### config.mk
export PLATFORM = sky130hd
export DESIGN_NAME = fetch_unit
export DESIGN_NICKNAME = d
export VERILOG_FILES = /design/src/rtl/fetch_unit.sv
export SDC_FILE = /design/constraint.sdc
export NUM_CORES = 1
export LEC_CHECK = 0
export ABC_CLOCK_PERIOD_IN_PS = 2900
export CAP_MARGIN = 15
export CORE_ASPECT_RATIO = 1.2
export CORE_UTILIZATION = 47
export CTS_CLUSTER_DIAMETER = 30
export DETAILED_ROUTE_END_ITERATION = 6
export PLACE_DENSITY = 0.91
export SLEW_MARGIN = 25
export SYNTH_ARGS = -nofsm -noshare
export SYNTH_HDL_FRONTEND = slang
export SYNTH_SLANG_ARGS = --single-unit
### constraint.sdc
create_clock -name clk -period 2.9 [get_ports clk]
set_input_delay 0.435 -clock clk [delete_from_list [all_inputs] [get_ports clk]]
set_output_delay 0.435 -clock clk [all_outputs]
set_load 0.02 [all_outputs]
### src/rtl/fetch_unit.sv
// IF-stage fetch engine: owns the PC and addresses a 1-cycle sync imem. A word is presented with exec one cycle after its address.
// Redirects win over stall and squash the in-flight word; stall re-reads the current word; a HALT opcode stops fetch until redirect or rst.
module fetch_unit #(
  parameter logic [15:0] RESET_PC = 16'h0000,
  parameter logic [3:0]  HALT_OP  = 4'hF
) (
  input  logic        clk,
  input  logic        rst,
  input  logic        stall,
  input  logic        redirect_valid,
  input  logic [15:0] redirect_pc,
  output logic [15:0] imem_addr,
  input  logic [15:0] imem_rdata,
  output logic [15:0] inst,
  output logic [15:0] pc_plus1,
  output logic        exec,
  output logic        halted,
  output logic [15:0] fetch_count
);

  typedef enum logic [1:0] {
    BOOT = 2'd0,
    RUN  = 2'd1,
    HALT = 2'd2
  } state_t;

  state_t      state, state_nxt;
  logic [15:0] pc, pc_nxt;
  logic [15:0] pc_d, pc_d_nxt;
  logic        vld_d, vld_d_nxt;
  logic        halt_hit;

  always_ff @(posedge clk) begin
    if (rst) begin
      state       <= BOOT;
      pc          <= RESET_PC;
      pc_d        <= RESET_PC;
      vld_d       <= 1'b0;
      fetch_count <= 16'd0;
    end else begin
      state <= state_nxt;
      pc    <= pc_nxt;
      pc_d  <= pc_d_nxt;
      vld_d <= vld_d_nxt;
      if (exec && !stall)
        fetch_count <= fetch_count + 16'd1;
    end
  end

  assign inst     = imem_rdata;
  assign pc_plus1 = pc_d + 16'd1;
  assign exec     = vld_d && (state == RUN) && !redirect_valid && !rst;
  assign halted   = (state == HALT) && !rst;
  assign halt_hit = exec && !stall && (imem_rdata[15:12] == HALT_OP);

  always_comb begin
    state_nxt = state;
    pc_nxt    = pc;
    pc_d_nxt  = pc_d;
    vld_d_nxt = vld_d;
    imem_addr = pc_d;

    if (rst) begin
      imem_addr = RESET_PC;
    end else if (redirect_valid) begin
      // Any state: the word on imem_rdata is wrong-path, restart at the target.
      imem_addr = redirect_pc;
      pc_nxt    = redirect_pc + 16'd1;
      pc_d_nxt  = redirect_pc;
      vld_d_nxt = 1'b1;
      state_nxt = RUN;
    end else begin
      case (state)
        BOOT: begin
          imem_addr = pc;
          pc_nxt    = pc + 16'd1;
          pc_d_nxt  = pc;
          vld_d_nxt = 1'b1;
          state_nxt = RUN;
        end
        RUN: begin
          if (stall) begin
            imem_addr = pc_d;
          end else if (halt_hit) begin
            imem_addr = pc_d;
            state_nxt = HALT;
          end else begin
            imem_addr = pc;
            pc_nxt    = pc + 16'd1;
            pc_d_nxt  = pc;
            vld_d_nxt = 1'b1;
          end
        end
        HALT: begin
          imem_addr = pc_d;
        end
        default: begin
          imem_addr = pc_d;
          state_nxt = BOOT;
        end
      endcase
    end
  end

endmodule

# Word level (Yosys, flattened, before mapping)
# Cells that the tools add are included.
dict set report classes {
  addsub 4
  n_eq_ne 9
  mux 17
  n_bitwise 1
  reduce_logical 15
}
# op n
set op_table {}
lappend op_table {{2-to-1 mux 16 bit} 7}
lappend op_table {{adder 16 x 1 -> 16 bit, second input constant} 4}
lappend op_table {{one-hot mux 16 bit (2 select lines)} 2}
lappend op_table {{inequality test 3 bit, second input constant} 3}
lappend op_table {{AND reduction 3 bit} 3}
lappend op_table {{logical AND 1 bit} 6}
lappend op_table {{inequality test 2 bit, second input constant} 3}
lappend op_table {{one-hot mux 2 bit (3 select lines)} 1}
lappend op_table {{== test 4 bit, second input constant} 1}
lappend op_table {{2-to-1 mux 1 bit} 4}
lappend op_table {{2-to-1 mux 2 bit} 2}
lappend op_table {{logical NOT 1 bit} 3}
lappend op_table {{nonzero test 3 bit} 1}
lappend op_table {{== test 2 x 1 -> 1 bit, second input constant} 1}
lappend op_table {{== test 2 bit, second input constant} 1}
lappend op_table {{logical NOT 2 bit} 1}
lappend op_table {{one-hot mux 1 bit (2 select lines)} 1}
lappend op_table {{OR reduction 2 bit} 1}
lappend op_table {{NOT 1 bit} 1}
dict set report totals {
  reg_bits 51
  in_bits 36
  out_inout_bits 66
  word_cells 52
}

# Logic depth before layout (Yosys ltp)
dict set report logic_depth {
  ltp_word 11
  mapped_depth 10
  depth_no_buf 7
}

# Worst setup path after synthesis
# OpenSTA, ideal clock, no wires.
dict set report synth_path {
  path_type {input-to-output}
  startpoint {in rst}
  endpoint {out imem_addr[11]}
  arrival_time_ns 2.121
  required_time_ns 2.465
  path_slack_ns 0.344
  path_stages 6
  n_path_buf 2
  cell_sequence {buf_2 nand4bb_1 o21a_1 clkbuf_1 nand2_1 a311oi_1}
}
dict set report synth_via {
  elab_chain_cells 9
}
# element line
set synth_rtl {}
lappend synth_rtl {{start, declared} 8} ;# input logic rst,
lappend synth_rtl {{logical NOT 1 bit} 52} ;# assign exec = vld_d && (state == RUN) && !redirect_valid && !rst;
lappend synth_rtl {{logical AND 1 bit} 52}
lappend synth_rtl {{logical AND 1 bit (2 in series)} 54} ;# assign halt_hit = exec && !stall && (imem_rdata[15:12] == HALT_OP);
lappend synth_rtl {{2-to-1 mux 16 bit (2 in series)} -}
lappend synth_rtl {{one-hot mux 16 bit (2 select lines)} 73} ;# case (state)
lappend synth_rtl {{2-to-1 mux 16 bit} -}
lappend synth_rtl {{2-to-1 mux 16 bit (*)} 63} ;# if (rst) begin
lappend synth_rtl {{end, declared} 12} ;# output logic [15:0] imem_addr,
# Mark *: on every way between the ends. The rest lies on a longest branch, timed or not.

# Final worst setup path
dict set report layout_path {
  startpoint {in rst}
  endpoint {out imem_addr[5]}
}
# Same word-level chain as after synthesis.

==> run_results.csv <==
group,metric,value,unit
global_route,first_global_vias,3074,
global_route,grt_overflow,0,
drt,dr.pass1.iters,5,
cts,ctsHtreeMaxLevel,2,
global_route,grt_max_degree,46,
layout,area_delta_synth_final,30.02,%
place,place_congestion,0.8953,
floorplanning,rows,32,
cts,clk_latency,310,ps
worst_setup_path,start_kind,"primary input",
drt,wl,8654,µm
place,dpl_worst_slack,-206.7,ps
global_route,antenna_found_initial,0,
pwr,max-vdd-ir-drop,0.2209,mV
layout,antennaDiodeCount,0,
layout,nNetsFinal,499,
sta,skew,6.310,ps
sta,period_needed,2805,ps
synth,syn_area_per_cell,8.091,µm²
place,place_hpwl,6179,µm
drt,remaining_drc_errors,0,
synth,ys_seq_elements,51,
synth,yosys-top-cells-count,"nand2_1 (53), dfxtp_1 (51), nor2_1 (33)",
cts,cts_buffers,5,
drt,ant_nets,0,
run_status,status,"finished clean",
global_route,grt_pass1_wl,14210,µm
pwr,pwr_density_cell,395.4,nW/µm²
synth,async_flop_share,0,%
synth,synth_flop_cell,"dfxtp_1",
place,io_buffers,77,
drt,avgRoutedWirePerCell,15.85,µm
synth,synth_top_area_share,32.19,%
floorplanning,boundaryPins,102,
sta,grt_setup_unrepaired,"yes",
sta,slew_violations,0,
synth,syn_nets,431,
worst_setup_path,arrival,2370,ps
sta,max_freq,0.3565,GHz
synth,synth_cell_types,53,
synth,yosysSeqAreaShare,32.19,%
global_route,grt_usage,24.65,%
cts,cts_tree,"built",
sta,setup_viol,0,
floorplanning,die_h,91.99,µm
sta,tightest_slew,572.0,ps
synth,synth_edf_count,0,
cts,cts.hold.buffers_added,0,
drt,vias,3195,
sta,fin_ws,95.03,ps
layout,post-route-util,63.58,%
worst_setup_path,cp.required,2470,ps
layout,drive_gt1_share,8.677,%
pwr,p_leak,1.681,nW
floorplanning,start_util,48.90,%
cts,cts_buffer_depth,2,
worst_setup_path,critPathMaxFanout,22,
worst_setup_path,cp-end-kind,"output port",
sta,slew_headroom,61.58,%
layout,final_cells,546,
cts,cts_sinks,51,
worst_hold_path,hold_path_class,"flop to flop",
synth,syn-cell-area,3172,µm²
synth,netlist_instances,392,
floorplanning,core,6486,µm²
sta,whs,503.9,ps
synth,yosysTopAreaCell,"dfxtp_1",
synth,yosysWarnings,0,
place,place_inst,538,
synth,synth_area_leaders,"dfxtp_1 (32%), xnor2_1 (6.6%), nand2_1 (6.3%)",
floorplanning,dieArea,7082,µm²
cts,clkTransAtPathRegs,100,ps
worst_setup_path,path_class,"primary input to output port",
drt,drt-initial-drc-count,339,
floorplanning,die_x,76.99,µm
sta,finalHoldViolations,0,
drt,via_per_inst,5.852,
sta,timing.final.crit_share,96.72,%
cts,cts-root-buf,"clkbuf_8",
synth,yosysMostFrequentCell,"nand2_1",
flow_run,cap_violations,0,
## through the flow
stage	instance area (µm²)	TNS, ps	power, mW
after global routing	4124	-53.39	1.702
final	4124	0	1.631
after detailed placement	4018	-2488	1.137
after CTS	4110	0	1.632
after global placement	4018	-1431	1.128
after floorplan	3172	0	1.001
## cell families after synthesis
family | share of synthesized area (%)
AO/OA/AOI/OAI | 16.41
XOR/XNOR | 10.22
adder cells (fa/ha/maj) | 1.184
buffers and inverters | 7.850
flip-flops | 32.19
multiplexers | 3.945
AND/OR/NAND/NOR | 28.20
## layout make-up
cell class              count  area [µm²]
fillers                   540        2362
multi-input cells         295        1907
flip-flops and latches     51        1021
repair buffers             95       932.1
well taps                  85       106.4
clock buffers               5       68.82
inverters                  12       45.04
clock inverters             3       43.79
## final timing paths
kind,to,cells after the start,slack [ps],from
max reg2reg,pc[11]$_SDFFE_PP0P_,8,960,state[1]$_SDFFE_PP0P_
min reg2reg,pc[1]$_SDFFE_PP0P_,2,500,pc[1]$_SDFFE_PP0P_
max,imem_addr[5],7,100,rst
min,pc[1]$_SDFFE_PP0P_,2,500,pc[1]$_SDFFE_PP0P_
## metal layers
metal  track usage, %  vias to the layer above  share of wire [%]
met5                0                        -                  0
met1            27.70                     1512                 39
met3            4.677                       24                6.7
met2            45.83                      154                 52
met4            8.648                        0                2.0
li1                 -                     1505                  -
## critical path, cell delays in order
cell,delay (ps)
clkdlybuf4s50_1,430
nand4bb_2,320
o21ai_2,210
buf_12,190
nand2_1,70
a311oi_1,330
dlygate4sd2_1,370
## report_power, final
group	total [mW]	internal [mW]	switching, mW
logic	0.341	0.159	0.182
registers	0.775	0.734	0.0405
clock network	0.515	0.258	0.257
total	1.63	1.15	0.480
## layout by cell type (no fill, tap or decap), drive strengths merged, types with 3 or more instances in the layout
cell / n
nor3: 9
dlymetal6s2s: 3
nand3: 20
or3: 6
o211ai: 4
o21ai: 16
buf: 18
clkdlybuf4s50: 58
a311oi: 9
nand2b: 3
mux2i: 11
nand2: 53
o211a: 4
clkbuf: 6
o21a: 4
inv: 12
and2: 5
nand4: 14
xor2: 13
and3: 13
xnor2: 24
nor2: 33
dlygate4sd2: 14
ha: 3
a21oi: 16
nand3b: 4
dfxtp: 51
a211oi: 4
## what timing repair did
item	4_1_cts	5_1_grt
endpoints found under the setup margin	16	15
buffers inserted	0	0
resized for setup	16	8
## registers in the layout, summed over array words and instances (netlist names)
signal and cells:
fetch_count 16, pc_d 16, vld_d 1, state 2, pc 16
Note: power is estimated with default switching activity, not from simulation.
